## src/rtl/tpu_pkg.sv

```systemverilog
// tpu_pkg: address map, strides and state encoding
// shared by the TPU host-side job sequencer.
package tpu_pkg;

  localparam logic [15:0] A_BASE   = 16'h0100;
  localparam logic [15:0] B_BASE   = 16'h0200;
  localparam logic [15:0] C_BASE   = 16'h0300;
  localparam logic [15:0] MUL_ADDR = 16'h0400;

  localparam int AB_STRIDE    = 8;
  localparam int C_ROW_STRIDE = 16;

  typedef enum logic [3:0] {
    IDLE,
    LOAD_A,
    LOAD_B,
    C_LO,
    C_HI,
    C_WR_LO,
    C_WR_HI,
    MUL_KICK,
    MUL_WAIT,
    READ_C,
    DONE
  } seq_state_e;

endpackage

```

## src/rtl/tpu_job_sequencer_if.sv

```systemverilog
// tpu_job_sequencer_if: job control, operand/result
// streams and TPU bus between host side and sequencer.
interface tpu_job_sequencer_if #(
  parameter int DATAW = 64,
  parameter int ADDRW = 16
);

  logic             start;
  logic             load_c;
  logic             busy;
  logic             done;
  logic [DATAW-1:0] in_data;
  logic             in_valid;
  logic             in_ready;
  logic [DATAW-1:0] out_data;
  logic             out_valid;
  logic             out_ready;
  logic [ADDRW-1:0] tpu_addr;
  logic             tpu_r_w;
  logic [DATAW-1:0] tpu_wdata;
  logic [DATAW-1:0] tpu_rdata;

  modport master (
    output start,
    output load_c,
    output in_data,
    output in_valid,
    output out_ready,
    output tpu_rdata,
    input  busy,
    input  done,
    input  in_ready,
    input  out_data,
    input  out_valid,
    input  tpu_addr,
    input  tpu_r_w,
    input  tpu_wdata
  );

  modport slave (
    input  start,
    input  load_c,
    input  in_data,
    input  in_valid,
    input  out_ready,
    input  tpu_rdata,
    output busy,
    output done,
    output in_ready,
    output out_data,
    output out_valid,
    output tpu_addr,
    output tpu_r_w,
    output tpu_wdata
  );

endinterface

```

## src/rtl/tpu_job_sequencer.sv

```systemverilog
// tpu_job_sequencer: runs one matrix job on the TPU core
// (load A/B/[C], multiply, stream results out).
module tpu_job_sequencer
  import tpu_pkg::*;
#(
  parameter int DIM   = 8,
  parameter int DATAW = 64,
  parameter int ADDRW = 16
) (
  input logic               clk,
  input logic               rst,
  tpu_job_sequencer_if.slave bus
);

  localparam int CW = $clog2(2*DIM) + 1;
  localparam int WW = $clog2(3*DIM) + 1;

  localparam logic [CW-1:0] LAST_ROW = CW'(DIM - 1);
  localparam logic [CW-1:0] LAST_RD  = CW'(2*DIM - 1);
  localparam logic [CW-1:0] N_RD     = CW'(2*DIM);
  localparam logic [WW-1:0] LAST_WT  = WW'(3*DIM - 1);

  seq_state_e       state_q, state_d;
  logic [CW-1:0]    cnt_q, cnt_d;
  logic [WW-1:0]    wait_q, wait_d;
  logic             load_c_q, load_c_d;
  logic [DATAW-1:0] lo_buf_q, lo_buf_d;
  logic [DATAW-1:0] hi_buf_q, hi_buf_d;
  logic [ADDRW-1:0] addr_q, addr_d;
  logic             r_w_q, r_w_d;
  logic [DATAW-1:0] wdata_q, wdata_d;
  logic [DATAW-1:0] out_data_q, out_data_d;
  logic             out_valid_q, out_valid_d;
  logic             slot_free;

  function automatic logic [ADDRW-1:0] row_addr(
    input logic [15:0]   base,
    input logic [CW-1:0] k,
    input int            stride
  );
    return ADDRW'(base) + ADDRW'(k) * ADDRW'(stride);
  endfunction

  always_ff @(posedge clk) begin
    if (rst) begin
      state_q     <= IDLE;
      cnt_q       <= '0;
      wait_q      <= '0;
      load_c_q    <= 1'b0;
      lo_buf_q    <= '0;
      hi_buf_q    <= '0;
      addr_q      <= '0;
      r_w_q       <= 1'b0;
      wdata_q     <= '0;
      out_data_q  <= '0;
      out_valid_q <= 1'b0;
    end else begin
      state_q     <= state_d;
      cnt_q       <= cnt_d;
      wait_q      <= wait_d;
      load_c_q    <= load_c_d;
      lo_buf_q    <= lo_buf_d;
      hi_buf_q    <= hi_buf_d;
      addr_q      <= addr_d;
      r_w_q       <= r_w_d;
      wdata_q     <= wdata_d;
      out_data_q  <= out_data_d;
      out_valid_q <= out_valid_d;
    end
  end

  always_comb begin
    state_d     = state_q;
    cnt_d       = cnt_q;
    wait_d      = wait_q;
    load_c_d    = load_c_q;
    lo_buf_d    = lo_buf_q;
    hi_buf_d    = hi_buf_q;
    addr_d      = '0;
    r_w_d       = 1'b0;
    wdata_d     = '0;
    out_data_d  = out_data_q;
    out_valid_d = out_valid_q;
    slot_free   = !out_valid_q || bus.out_ready;

    if (out_valid_q && bus.out_ready) begin
      out_valid_d = 1'b0;
    end

    unique case (state_q)
      IDLE: begin
        if (bus.start) begin
          state_d  = LOAD_A;
          load_c_d = bus.load_c;
          cnt_d    = '0;
        end
      end
      LOAD_A, LOAD_B: begin
        if (bus.in_valid) begin
          addr_d  = row_addr((state_q == LOAD_A) ? A_BASE : B_BASE,
                             cnt_q, AB_STRIDE);
          r_w_d   = 1'b1;
          wdata_d = bus.in_data;
          if (cnt_q == LAST_ROW) begin
            cnt_d = '0;
            if (state_q == LOAD_A) begin
              state_d = LOAD_B;
            end else begin
              state_d = load_c_q ? C_LO : MUL_KICK;
            end
          end else begin
            cnt_d = cnt_q + 1'b1;
          end
        end
      end
      C_LO: begin
        if (bus.in_valid) begin
          lo_buf_d = bus.in_data;
          state_d  = C_HI;
        end
      end
      C_HI: begin
        if (bus.in_valid) begin
          hi_buf_d = bus.in_data;
          state_d  = C_WR_LO;
        end
      end
      // Both halves of a C row reach the core on adjacent cycles.
      C_WR_LO: begin
        addr_d  = row_addr(C_BASE, cnt_q, C_ROW_STRIDE);
        r_w_d   = 1'b1;
        wdata_d = lo_buf_q;
        state_d = C_WR_HI;
      end
      C_WR_HI: begin
        addr_d  = row_addr(C_BASE, cnt_q, C_ROW_STRIDE)
                + ADDRW'(AB_STRIDE);
        r_w_d   = 1'b1;
        wdata_d = hi_buf_q;
        if (cnt_q == LAST_ROW) begin
          cnt_d   = '0;
          state_d = MUL_KICK;
        end else begin
          cnt_d   = cnt_q + 1'b1;
          state_d = C_LO;
        end
      end
      MUL_KICK: begin
        addr_d  = ADDRW'(MUL_ADDR);
        r_w_d   = 1'b1;
        wait_d  = '0;
        state_d = MUL_WAIT;
      end
      MUL_WAIT: begin
        if (wait_q == LAST_WT) begin
          state_d = READ_C;
          cnt_d   = '0;
          addr_d  = ADDRW'(C_BASE);
        end else begin
          wait_d = wait_q + 1'b1;
        end
      end
      // cnt_q == N_RD means all reads issued; drain the last word.
      READ_C: begin
        if (cnt_q != N_RD) begin
          if (slot_free) begin
            out_data_d  = bus.tpu_rdata;
            out_valid_d = 1'b1;
            cnt_d       = cnt_q + 1'b1;
            if (cnt_q != LAST_RD) begin
              addr_d = row_addr(C_BASE, cnt_q + 1'b1, AB_STRIDE);
            end
          end else begin
            addr_d = addr_q;
          end
        end else if (out_valid_q && bus.out_ready) begin
          state_d = DONE;
        end
      end
      DONE: begin
        state_d = IDLE;
      end
      default: begin
        state_d = IDLE;
      end
    endcase
  end

  always_comb begin
    bus.in_ready  = (state_q == LOAD_A) || (state_q == LOAD_B)
                 || (state_q == C_LO)   || (state_q == C_HI);
    bus.busy      = (state_q != IDLE) && (state_q != DONE);
    bus.done      = (state_q == DONE);
    bus.tpu_addr  = addr_q;
    bus.tpu_r_w   = r_w_q;
    bus.tpu_wdata = wdata_q;
    bus.out_data  = out_data_q;
    bus.out_valid = out_valid_q;
  end

endmodule

```

## src/flat_wrapper.sv

```systemverilog
// flat-port wrapper written by rule: the top's interface ports become plain ports
module tpu_job_sequencer_flat import tpu_pkg::*;
#(
  parameter int DIM   = 8,
  parameter int DATAW = 64,
  parameter int ADDRW = 16
)
  (clk, rst, bus_start, bus_load_c, bus_in_data, bus_in_valid, bus_out_ready, bus_tpu_rdata, bus_busy, bus_done, bus_in_ready, bus_out_data, bus_out_valid, bus_tpu_addr, bus_tpu_r_w, bus_tpu_wdata);
  tpu_job_sequencer_if #(.DATAW(DATAW), .ADDRW(ADDRW)) bus_i ();
  input logic clk;
  input logic rst;
  input wire logic [$bits(bus_i.start)-1:0] bus_start;
  input wire logic [$bits(bus_i.load_c)-1:0] bus_load_c;
  input wire logic [$bits(bus_i.in_data)-1:0] bus_in_data;
  input wire logic [$bits(bus_i.in_valid)-1:0] bus_in_valid;
  input wire logic [$bits(bus_i.out_ready)-1:0] bus_out_ready;
  input wire logic [$bits(bus_i.tpu_rdata)-1:0] bus_tpu_rdata;
  output wire logic [$bits(bus_i.busy)-1:0] bus_busy;
  output wire logic [$bits(bus_i.done)-1:0] bus_done;
  output wire logic [$bits(bus_i.in_ready)-1:0] bus_in_ready;
  output wire logic [$bits(bus_i.out_data)-1:0] bus_out_data;
  output wire logic [$bits(bus_i.out_valid)-1:0] bus_out_valid;
  output wire logic [$bits(bus_i.tpu_addr)-1:0] bus_tpu_addr;
  output wire logic [$bits(bus_i.tpu_r_w)-1:0] bus_tpu_r_w;
  output wire logic [$bits(bus_i.tpu_wdata)-1:0] bus_tpu_wdata;
  assign bus_i.start = bus_start;
  assign bus_i.load_c = bus_load_c;
  assign bus_i.in_data = bus_in_data;
  assign bus_i.in_valid = bus_in_valid;
  assign bus_i.out_ready = bus_out_ready;
  assign bus_i.tpu_rdata = bus_tpu_rdata;
  assign bus_busy = bus_i.busy;
  assign bus_done = bus_i.done;
  assign bus_in_ready = bus_i.in_ready;
  assign bus_out_data = bus_i.out_data;
  assign bus_out_valid = bus_i.out_valid;
  assign bus_tpu_addr = bus_i.tpu_addr;
  assign bus_tpu_r_w = bus_i.tpu_r_w;
  assign bus_tpu_wdata = bus_i.tpu_wdata;
  tpu_job_sequencer #(.DIM(DIM), .DATAW(DATAW), .ADDRW(ADDRW)) u_core (.clk(clk), .rst(rst), .bus(bus_i));
endmodule
```

## config.mk

```make
export PLATFORM = sky130hd
export DESIGN_NAME = tpu_job_sequencer_flat
export DESIGN_NICKNAME = d
export VERILOG_FILES = /design/src/rtl/tpu_pkg.sv /design/src/rtl/tpu_job_sequencer_if.sv /design/src/rtl/tpu_job_sequencer.sv /design/src/flat_wrapper.sv
export SDC_FILE = /design/constraint.sdc
export NUM_CORES = 1
export LEC_CHECK = 0
export ABC_AREA = 1
export CAP_MARGIN = 20
export CELL_PAD_IN_SITES_DETAIL_PLACEMENT = 0
export CELL_PAD_IN_SITES_GLOBAL_PLACEMENT = 1
export CORE_AREA = 2 2 164 183
export DETAILED_ROUTE_END_ITERATION = 8
export DIE_AREA = 0 0 166 185
export MAX_ROUTING_LAYER = met4
export PLACE_DENSITY_LB_ADDON = 0.1
export SKIP_CTS_REPAIR_TIMING = 1
export SYNTH_ARGS = -nofsm -noshare
export SYNTH_HDL_FRONTEND = slang
export SYNTH_SLANG_ARGS = --single-unit
```

## constraint.sdc

```tcl
create_clock -name clk -period 3.1 [get_ports clk]
set_input_delay 0.62 -clock clk [delete_from_list [all_inputs] [get_ports clk]]
set_output_delay 0.62 -clock clk [all_outputs]
set_load 0.005 [all_outputs]
```

# [Word level (Yosys, flattened, before mapping)]
# Index checks and enable logic that the tools add are counted.
[classes] addsub=6 multipliers=0 n_div=0 order_cmp=0 eq_ne=27 n_shift=0 n_mux=36 n_bitwise=0 reduce_logical=20
[ops] op="case mux 64 bit (3 select lines)" n=1
[ops] op="case mux 16 bit (6 select lines)" n=1
[ops] op="2-to-1 mux 16 bit" n=4
[ops] op="2-to-1 mux 64 bit" n=1
[ops] op="2-to-1 mux 4 bit" n=9
[ops] op="case mux 4 bit (9 select lines)" n=1
[ops] op="2-to-1 mux 5 bit" n=6
[ops] op="case mux 5 bit (5 select lines)" n=1
[ops] op="2-to-1 mux 10 bit" n=2
[ops] op="adder 16 x 4 -> 16 bit (second input constant)" n=1
[ops] op="adder 16 x 8 -> 16 bit" n=1
[ops] op="== test 4 x 3 -> 1 bit (second input constant)" n=4
[ops] op="== test 4 bit (second input constant)" n=3
[ops] op="!= test 2 bit (second input constant)" n=6
[ops] op="case mux 6 bit (2 select lines)" n=1
[ops] op="adder 10 x 8 -> 11 bit (first input constant)" n=1
[ops] op="adder 10 x 9 -> 11 bit (first input constant)" n=1
[ops] op="!= test 2 x 1 -> 1 bit (second input constant)" n=5
[ops] op="== test 4 x 2 -> 1 bit (second input constant)" n=2
[ops] op="AND reduction 2 bit" n=4
[ops] op="AND reduction 8 bit" n=1
[ops] op="adder 6 x 1 -> 6 bit (second input constant)" n=1
[ops] op="== test 6 x 5 -> 1 bit (second input constant)" n=1
[ops] op="2-to-1 mux 3 bit" n=2
[ops] op="other kinds (21)" n=29
[word_totals] register_bits=290 latch_bits=0 mem_bits_rw=0 rom_bits=0 word_cells=100 n_memories=0

# [Longest topological paths before layout]
# Gate-level depths: netlist of run 1.
[depth] ltp_word=6 ltp_mapped=12

# [Worst setup path before layout of run 1]
# No wires, ideal clock.
[synth_timing] path_type="reg-to-reg" from="register u_core.cnt_q[0]" to="register u_core.addr_q[8], in the netlist u_core.bus.tpu_addr[8]" setup_time_ns=0.132 t_arrival_ns=1.481 path_slack_ns=1.487 path_stages_with_launch=11 n_path_buf=0 synth_period_minus_slack_ns=1.613 path_cell_list="dfxtp_1 > inv_1 > ha_1 > nand2_1 > inv_1 > nand2_1 > nand2_2 > nor2_2 > inv_1 > o21ai_0 > a21oi_1"
[synth_between] elab_chain_cells=6
[synth_rtl] item="start, declared" line="tpu_job_sequencer.sv:24" text="logic [CW-1:0] cnt_q, cnt_d;"
[synth_rtl] item="start signal, assigned" line="tpu_job_sequencer.sv:59" text="cnt_q <= cnt_d;"
[synth_rtl] item="adder 5 x 1 -> 5 bit" line="tpu_job_sequencer.sv:171" text="addr_d = row_addr(C_BASE, cnt_q + 1'b1, AB_STRIDE);"
[synth_rtl] item="adder 10 x 8 -> 11 bit" line="tpu_job_sequencer.sv:41" text="return ADDRW'(base) + ADDRW'(k) * ADDRW'(stride);"
[synth_rtl] item="2-to-1 mux 16 bit" line="tpu_job_sequencer.sv:170" text="if (cnt_q != LAST_RD) begin"
[synth_rtl] item="2-to-1 mux 16 bit" line="tpu_job_sequencer.sv:166" text="if (slot_free) begin"
[synth_rtl] item="2-to-1 mux 16 bit" line="tpu_job_sequencer.sv:165" text="if (cnt_q != N_RD) begin"
[synth_rtl] item="case mux 16 bit (6 select lines)" line="tpu_job_sequencer.sv:90" text="unique case (state_q)"
[synth_rtl] item="end signal, assigned" line="tpu_job_sequencer.sv:64" text="addr_q <= addr_d;"
[synth_rtl] item="end, declared" line="tpu_job_sequencer.sv:29" text="logic [ADDRW-1:0] addr_q, addr_d;"
# Parallel ways exist; a longest one is shown, timed or not. The select of a mux whose other input is x is not followed.
# A chain may end at the register's enable or synchronous reset.

# [Worst setup path after layout of run 1]
[layout_timing] from="register u_core.state_q[1]" to="output port bus_in_ready"
[layout_between] elab_chain_cells=4
[layout_rtl] item="start, declared" line="tpu_job_sequencer.sv:23" text="seq_state_e state_q, state_d;"
[layout_rtl] item="start signal, assigned" line="tpu_job_sequencer.sv:58" text="state_q <= state_d;"
[layout_rtl] item="== test 4 x 1 -> 1 bit / == test 4 x 2 -> 1 bit (equally long branches)" line="tpu_job_sequencer.sv:190" text="bus.in_ready = (state_q == LOAD_A) || (state_q == LOAD_B)"
[layout_rtl] item="logical OR 1 bit" line="tpu_job_sequencer.sv:190"
[layout_rtl] item="logical OR 1 bit" line="tpu_job_sequencer.sv:191" text="|| (state_q == C_LO) || (state_q == C_HI);"
[layout_rtl] item="logical OR 1 bit *" line="tpu_job_sequencer.sv:191"
[layout_rtl] item="end, declared" line="flat_wrapper.sv:20" text="output wire logic [$bits(bus_i.in_ready)-1:0] bus_in_ready;"
# Mark *: on every way between the ends. The rest lies on a longest branch, timed or not.

==> results of run 1 <==
[logic make-up after synthesis]
group / Yosys count / synth area share (%)
buf+inv: 261 / 10.2
other cells: 1 / 0.0346
xor+xnor: 2 / 0.162
flops: 282 / 52.1
compound gates: 457 / 22.0
simple gates: 411 / 14.9
fa+ha+maj: 5 / 0.578
[routing by layer]
layer / routed length (µm) / part of all wire [%]
met2: 14200 / 46
met3: 1770 / 5.8
met5: 0 / 0
met4: 737 / 2.4
met1: 14000 / 46
[registers in the layout, summed over array words and instances, names as in the netlist, 4 cells and up]
signal and flops:
u_core.wait_q 6, u_core.bus.tpu_wdata 64, u_core.hi_buf_q 64, u_core.state_q 4, u_core.cnt_q 5, u_core.bus.out_data 64, u_core.lo_buf_q 64, u_core.bus.tpu_addr 8
[path summary, 6_finish.rpt]
check | from | end | slack, ps | cells after the start
setup / recovery | u_core.state_q[1]$_SDFFE_PP0P_ | bus_in_ready | 200 | 4
hold / removal | u_core.hi_buf_q[3]$_SDFFE_PP0P_ | u_core.hi_buf_q[3]$_SDFFE_PP0P_ | 440 | 2
hold reg to reg | u_core.hi_buf_q[3]$_SDFFE_PP0P_ | u_core.hi_buf_q[3]$_SDFFE_PP0P_ | 440 | 2
setup reg to reg | u_core.cnt_q[0]$_SDFFE_PP0P_ | u_core.bus.out_data[46]$_SDFFE_PP0P_ | 870 | 10
[power by group]
group | switching (mW) | internal (mW) | leakage, nW
clock | 1.43 | 1.96 | 0.462
combinational | 1.11 | 0.806 | 2.72
sequential | 0.184 | 3.98 | 2.28
total | 2.73 | 6.75 | 5.47
[worst max-delay path, stage by stage, from the launching register on]
cell and delay, ps:
dfxtp_1 380, nor2_1 530, nand2_1 150, o21ai_0 110, clkdlybuf4s50_1 560
[final cells by class]
cell class	count	area (µm²)	share of cell area (%)
Clock inverter	7	35.0	0.238
Sequential cell	282	5650	38.3
Multi-Input combinational cell	883	4140	28.1
Tap cell	374	468	3.18
Clock buffer	45	888	6.03
Timing Repair Buffer	289	2940	19.9
Inverter	161	607	4.12
Antenna cell	4	10.0	0.0680
[stage by stage]
step                      instance area (µm²)  hold WS, ps  worst slack [ps]  cells  utilization, %
after floorplan                         10900          424              1490   1426               -
after global placement                  13800          432               597   1988            47.5
after detailed placement                13800          437               602   1989            47.6
after CTS                               14700          446               171   2041            50.8
after global routing                    14700          455              70.6   2043            50.8
final                                   14700          443               197   2045            50.8
[layout by cell type (no fill, tap or decap), drive strengths merged, types with 5 or more instances in the layout]
master         netlist  routed
a31oi               28      28
o22ai               38      38
nor2               214     214
conb                 1       8
clkinv               1       8
buf                 48      16
ha                   5       5
dfxtp              282     282
a21oi              185     185
clkbuf              52      45
o21ai              204     204
nand3               23      23
nand2              167     167
inv                160     160
clkdlybuf4s50        0     273
[cell usage after synthesis]
cell type,number
a211oi_1,1
a21boi_0,1
a21oi_1,184
a21oi_2,1
a31oi_1,28
and3_1,1
buf_1,7
buf_2,21
buf_4,13
buf_6,7
clkbuf_1,52
clkinv_1,1
conb_1,1
dfxtp_1,282
ha_1,5
inv_1,156
inv_2,4
nand2_1,162
nand2_2,5
nand3_1,23
nand4_1,2
nor2_1,209
nor2_2,4
nor2_4,1
nor3_1,3
o21ai_0,191
o21ai_1,13
o22ai_1,38
or2_2,1
xor2_1,2
==> flow_summary.yaml, run 1 <==
sta:
  fin_crit_ps: 2900
  tightest_slew_ps: 979
  finalSetupViolCount: 0
  clock.fmax_mhz: 344
  tns_ps: 0
  hold_viol: 0
  worst_clock_skew_ps: 9.72
  maxSlewViolCount: 0
  fin_crit_sh_pct: 93.6
  relSlewSlack_pct: 34.7
  rsz0062_at_grt: "false"
global_route:
  grt_antenna_before_repair: 2
  met3_usage_pct: 4.23
  grt_pass1_vias: 9480
  use_met2_pct: 32.1
  grtUsageMet1_pct: 25.0
  busiest_layer: "met2"
  grt_max_degree: 205
  grt_usage_pct: 19.8
  grt_pass1_wl_mm: 49.1
  grt-ovfl-total: 0
job:
  maxCapViolations: 0
clock_tree:
  numClockSinks: 282
  clk_latency_ps: 550
  cts_buffers: 30
  cts_tree: "done"
  cts-root-buf: "clkbuf_16"
  h-tree-depth: 1
  clkTransAtPathRegs_ps: 60
  clk_path_buf_depth: 3
finish:
  drive_gt1_share_pct: 4.80
  syn2layout_area_growth_pct: 36.0
  fillCellCount: 2843
  final_nets: 1786
route:
  vias_per_cell: 4.80
  antenna_left: 0
  vias: 9809
  dr.first_iter.drc_count: 561
  wl_mm: 30.7
  drc_errors: 0
  wl_per_cell_um: 15.0
  drt-pass1-iter-count: 4
critical_path:
  worst_setup_path_end_kind: "output pin"
  cp.required_ps: 2480
  critPathKind: "reg2out"
  cp_max_fo: 7
  critPathArrivalTime_ps: 2280
  start_kind: "flop"
floorplan:
  rows: 66
  dieWidth_um: 166
  die_y_um: 185
  die_area_um2: 30700
  ioPinCount: 283
  initial_core_util_pct: 37.4
  core_area_um2: 29000
min_path:
  hold_class: "reg2reg"
logic_synthesis:
  synth_area_leader_cell: "dfxtp_1"
  ys_types: 30
  synthTopCellsByArea: "dfxtp_1 (52%), o21ai_0 (8.8%), a21oi_1 (8.5%), nor2_1 (7.2%), nand2_1 (5.6%)"
  synthesis.area_um2: 10800
  postSynthAreaPerCell_um2: 7.63
  yosys_register_bits: 282
  ys_seq_area_share_pct: 52.1
  netlist_instances: 1419
  synth_top_area_share_pct: 52.1
  yosys_warnings: 0
placement:
  gp_congestion: 0.820
  io_buffers: 274
  hpwl_mm: 19.1
power:
  power_leakage_nw: 5.47
  power_mw: 9.47
  power_density_nw_per_um2: 643
  max-vdd-ir-drop_mv: 0.376
status:
  outcome: "finished clean"
Note: power is estimated with default switching activity, not from simulation.
==> run 2: changes to the inputs <==
--- a/config.mk
+++ b/config.mk
@@ -14,6 +14,7 @@
 export DIE_AREA = 0 0 166 185
 export MAX_ROUTING_LAYER = met4
 export PLACE_DENSITY_LB_ADDON = 0.1
+export SETUP_SLACK_MARGIN = 0.4
 export SKIP_CTS_REPAIR_TIMING = 1
 export SYNTH_ARGS = -nofsm -noshare
 export SYNTH_HDL_FRONTEND = slang
==> run 2 against run 1 <==
  * Largest cell class unchanged
  * Sequential power is essentially flat
  * First-iteration DRC count grew 2.3%
  * Clock power is essentially flat
  * Cell count is the same
  * Critical path type unchanged
  * Worst hold slack gained 0.50 ps
  * Highest routed layer unchanged
==> flow_summary.yaml, run 2 (synthesis results as in run 1) <==
power:
  power_leakage_nw: 5.47
  switching_share_pct: 28.8
  pwr-share-comb_pct: 20.2
  power_frac_clock_pct: 35.8
  internal-power_mw: 6.76
  power_density_nw_per_um2: 644
  p_switching_mw: 2.74
  max-vdd-ir-drop_mv: 0.378
  seqPwrFrac_pct: 44.0
route:
  vias: 9812
  wl_per_cell_um: 15.0
  vias_per_cell: 4.80
  drt-pass1-iter-count: 4
  antenna_left: 0
  drc_errors: 0
  dr.first_iter.drc_count: 574
  wl_mm: 30.7
sta:
  tns_ps: 0
  fin_crit_sh_pct: 83.3
  maxSlewViolCount: 0
  rsz0062_at_grt: "false"
  hold_viol: 0
  finalSetupViolCount: 0
  worst_clock_skew_ps: 14.1
  clock.fmax_mhz: 387
  tightest_slew_ps: 978
  fin_crit_ps: 2580
  relSlewSlack_pct: 34.8
critical_path:
  cp_slowest_cell: "clkdlybuf4s50_1"
  cp_max_fo: 5
  path_cells: "inv_2, nor2_4, nand2_1, o21ai_0, clkdlybuf4s50_1"
  crit_path_max_incr_delay_ps: 560
  critPathArrivalTime_ps: 1960
  cp.required_ps: 2480
  worst_setup_path_end_kind: "output pin"
  critPathKind: "reg2out"
  start_kind: "flop"
global_route:
  grt_pass1_vias: 9480
  grt_pass1_wl_mm: 49.1
  grt_antenna_before_repair: 2
  grt-ovfl-total: 0
  grt_max_degree: 205
  grt_usage_pct: 19.8
floorplan:
  rows: 66
  die_area_um2: 30700
  initial_core_util_pct: 37.4
  dieWidth_um: 166
  die_y_um: 185
  core_area_um2: 29000
  ioPinCount: 283
clock_tree:
  clkTransAtPathRegs_ps: 60
  cts_buffers: 30
  clk_path_buf_depth: 3
  h-tree-depth: 1
  cts_tree: "done"
  clk_latency_ps: 550
  cts-root-buf: "clkbuf_16"
  numClockSinks: 282
placement:
  gp_congestion: 0.820
  hpwl_mm: 19.1
  dpl.cell_count: 1989
  io_buffers: 274
finish:
  finalNonFillerCells: 2045
  layout_commonest_cell: "dfxtp_1"
  drive_gt1_share_pct: 5.16
  fillCellCount: 2838
  syn2layout_area_growth_pct: 36.2
  final_nets: 1786
  layout_common_cells: "dfxtp_1 (279), clkdlybuf4s50_1 (273), nor2_1 (207)"
min_path:
  hold_class: "reg2reg"
job:
  maxCapViolations: 0
status:
  outcome: "finished clean"
-- run 2: cell count changes in the layout (fill, tap and decap cells not counted) --
cell     change
dfxtp_2      +3
nor2_4       +2
nor2_1       -2
nand2_2      +1
dfxtp_1      -3
nand2_1      -1
-- run 2: worst paths after layout --
| path | start | to | slack, ps | cells after the start |
|---|---|---|---|---|
| worst max-delay path | u_core.state_q[2]$_SDFFE_PP0P_ | bus_in_ready | 520 | 5 |
| worst min-delay path | u_core.hi_buf_q[3]$_SDFFE_PP0P_ | u_core.hi_buf_q[3]$_SDFFE_PP0P_ | 440 | 2 |
| worst max register to register | u_core.cnt_q[0]$_SDFFE_PP0P_ | u_core.bus.out_data[46]$_SDFFE_PP0P_ | 870 | 10 |
| worst min register to register | u_core.hi_buf_q[3]$_SDFFE_PP0P_ | u_core.hi_buf_q[3]$_SDFFE_PP0P_ | 440 | 2 |
-- run 2: routing by layer --
layer | global-route usage, % | routed length [µm] | vias up | part of all wire, %
li1 | - | - | 5051 | -
met1 | 25.0 | 13900 | 4461 | 45
met2 | 32.1 | 14300 | 251 | 47
met3 | 4.23 | 1760 | 49 | 5.7
met4 | 5.95 | 719 | 0 | 2.3
met5 | - | 0 | - | 0
-- run 2: layout make-up --
type	count	area [µm²]	share of cell area, %
timing repair buffer	289	2940	19.9
clock buffer	45	888	6.02
multi-input combinational	883	4150	28.2
antenna	4	10.0	0.0679
inverter	161	607	4.11
sequential	282	5650	38.3
tap	374	468	3.17
clock inverter	7	35.0	0.238
-- run 2: power by group through the flow --
stage / logic (mW) / registers, mW / clock network, mW
floorplan: 1.09 / 4.21 / 0
global placement: 1.93 / 4.24 / 0
detailed placement: 1.94 / 4.25 / 0
CTS: 1.94 / 4.17 / 3.50
global route: 2.17 / 4.22 / 3.65
finish: 1.92 / 4.18 / 3.40
-- run 2: critical path: cells and delay by family, from the launching register on --
family | cells | cell delay (ps)
buffers and inverters | 2 | 660
flip-flops | 1 | 410
AND/OR/NAND/NOR | 2 | 250
AO/OA/AOI/OAI | 1 | 90
-- run 2: metrics by stage --
| step | cell area, µm² | worst slack, ps | hold WS [ps] | utilization, % | power (mW) |
|---|---|---|---|---|---|
| 6_report | 14700 | 517 | 443 | 50.9 | 9.49 |
| 2_1_floorplan | 10900 | 1490 | 424 | - | 5.30 |
| 3_3_place_gp | 13800 | 597 | 432 | 47.5 | 6.17 |
| 5_1_grt | 14700 | 400 | 455 | 50.9 | 10.0 |
| 3_5_place_dp | 13800 | 602 | 437 | 47.6 | 6.18 |
| 4_1_cts | 14700 | 171 | 446 | 50.8 | 9.61 |
==> run 3: changes to the inputs <==
--- a/config.mk
+++ b/config.mk
@@ -9,9 +9,9 @@
 export CAP_MARGIN = 20
 export CELL_PAD_IN_SITES_DETAIL_PLACEMENT = 0
 export CELL_PAD_IN_SITES_GLOBAL_PLACEMENT = 1
-export CORE_AREA = 2 2 164 183
+export CORE_AREA = 2 2 182 202
 export DETAILED_ROUTE_END_ITERATION = 8
-export DIE_AREA = 0 0 166 185
+export DIE_AREA = 0 0 184 204
 export MAX_ROUTING_LAYER = met4
 export PLACE_DENSITY_LB_ADDON = 0.1
 export SETUP_SLACK_MARGIN = 0.4
==> constraint.sdc (replaced) <==
create_clock -name clk -period 2.2 [get_ports clk]
set_input_delay 0.44 -clock clk [delete_from_list [all_inputs] [get_ports clk]]
set_output_delay 0.44 -clock clk [all_outputs]
set_load 0.005 [all_outputs]
==> run 3 against run 2 <==
  * Sequential cell count is the same
  * Die area grew 22%
  * Non-clock buffer count is 35 higher
  * Sequential power is 41% higher
  * Total power up 55%
  * Setup slack worse by 150 ps
  * Final area up 7.7%
  * Clock power increased by 71%
  * Cell count up 5.6%
  * Worst hold slack worse by 89 ps
  * Critical endpoint is now bus_busy
==> flow_summary.yaml, run 3 (synthesis results as in run 1) <==
status:
  outcome: "finished clean"
placement:
  io_buffers: 274
  hpwl_mm: 21.1
  dpl.cell_count: 2082
  place_ws_ps: 211
  gp_congestion: 0.855
critical_path:
  rr_startpoint: "u_core.state_q[1]$_SDFFE_PP0P_"
  start_kind: "flop"
  cp_slowest_cell: "dfxtp_4"
  crit_path_max_incr_delay_ps: 380
  critPathKind: "reg2out"
  r2r-end: "u_core.bus.out_data[6]$_SDFFE_PP0P_"
  path_cells: "nor2_4, nand2_2, inv_2, nor2_1, clkbuf_2"
  cp.required_ps: 1760
  path_delay_family: "flip-flops"
  worst_r2r_path_depth: 9
  cp_max_fo: 7
  cp.buffers_inverters: 2
  path_depth: 5
  worst_setup_path_end_kind: "output pin"
  ff2ff_setup_slack_ps: 470
  critPathArrivalTime_ps: 1400
route:
  wl_mm: 33.5
  drt-pass1-iter-count: 5
  dr.first_iter.drc_count: 458
  vias_per_cell: 4.62
  drc_errors: 0
  antenna_left: 0
  vias: 9975
  wl_per_cell_um: 15.5
floorplan:
  dieWidth_um: 184
  die_y_um: 204
  initial_core_util_pct: 30.4
  rows: 73
  core_area_um2: 35600
  ioPinCount: 283
  die_area_um2: 37500
global_route:
  grt_pass1_wl_mm: 50.5
  grt_max_degree: 77
  grt-ovfl-total: 0
  grt_antenna_before_repair: 1
  grt_pass1_vias: 9391
  grt_usage_pct: 17.4
finish:
  final_nets: 1825
  fillCellCount: 3553
  layout_common_cells: "dfxtp_1 (271), nor2_1 (197), o21ai_0 (188)"
  syn2layout_area_growth_pct: 46.6
  drive_gt1_share_pct: 9.13
  finalNonFillerCells: 2160
  layout_commonest_cell: "dfxtp_1"
min_path:
  hold-path-endpoint: "u_core.hi_buf_q[31]$_SDFFE_PP0P_"
  min_from: "rst"
  whs_path_depth: 4
  hold_class: "in2reg"
clock_tree:
  clk_latency_ps: 510
  cts-root-buf: "clkbuf_16"
  cts_tree: "done"
  cts_buffers: 34
  numClockSinks: 282
  clk_path_buf_depth: 3
  h-tree-depth: 2
  clkTransAtPathRegs_ps: 60
sta:
  worst_clock_skew_ps: 7.04
  hold_viol: 0
  clock.fmax_mhz: 545
  worst_slack_ps: 364
  rsz0062_at_grt: "true"
  maxSlewViolCount: 0
  tns_ps: 0
  fin_crit_sh_pct: 83.4
  fin_crit_ps: 1840
  finalSetupViolCount: 0
power:
  power_density_nw_per_um2: 926
  power_mw: 14.7
  power_leakage_nw: 7.85
  max-vdd-ir-drop_mv: 0.478
job:
  maxCapViolations: 0
## run 3: cell types whose count changed in the layout (fill, tap and decap cells not counted), moves of 8 or more
cell / before / now
dlymetal6s2s_1: 0 / 109
nor2_2: 3 / 11
buf_12: 7 / 15
clkdlybuf4s50_1: 273 / 161
nor2_1: 207 / 197
buf_4: 8 / 27
dfxtp_1: 279 / 271
## run 3: cell type report
type	count	area, µm²	share of cell area [%]
sequential	282	5670	35.7
clock inverter	7	139	0.874
timing repair buffer	324	3650	23.0
antenna	1	2.50	0.0158
inverter	161	618	3.89
multi-input combinational	883	4220	26.5
tap	450	563	3.55
clock buffer	52	1020	6.42
## run 3: worst max path at each step
stage,startpoint,to
3_5_place_dp,bus_in_valid,u_core.state_q[0]$_SDFFE_PP0P_
2_1_floorplan,u_core.cnt_q[0]$_SDFFE_PP0P_,u_core.bus.tpu_addr[8]$_SDFFE_PP0P_
3_3_place_gp,bus_out_ready,u_core.cnt_q[2]$_SDFFE_PP0P_
5_1_grt,u_core.state_q[1]$_SDFFE_PP0P_,bus_in_ready
6_report,u_core.state_q[1]$_SDFFE_PP0P_,bus_busy
4_1_cts,u_core.state_q[1]$_SDFFE_PP0P_,bus_busy
## run 3: worst min-delay path: cells and delay by family
kind | cells | cell delay, ps
AO/OA/AOI/OAI | 2 | 140
buffers and inverters | 2 | 230
## run 3: power by group
part           total [mW]  switching [mW]  leakage, nW  internal [mW]
logic                2.99            1.69         4.99           1.30
registers            5.89           0.256         2.29           5.63
clock network        5.83            2.18        0.568           3.65
total                14.7            4.12         7.85           10.6
## run 3: through the flow
step                instance area [µm²]  hold WS (ps)  util, %
global placement                  14100           430     39.7
CTS                               15300           334     42.9
floorplan                         10900           424        -
global route                      15900           355     44.6
detailed placement                14100           434     39.7
finish                            15900           354     44.6
## run 3: layer usage
metal / up-vias / track usage [%] / share of wire [%]
met5: - / - / 0
met4: 0 / 4.89 / 2.1
met1: 4530 / 21.0 / 44
met3: 53 / 4.88 / 6.7
li1: 5140 / - / -
met2: 252 / 28.5 / 48
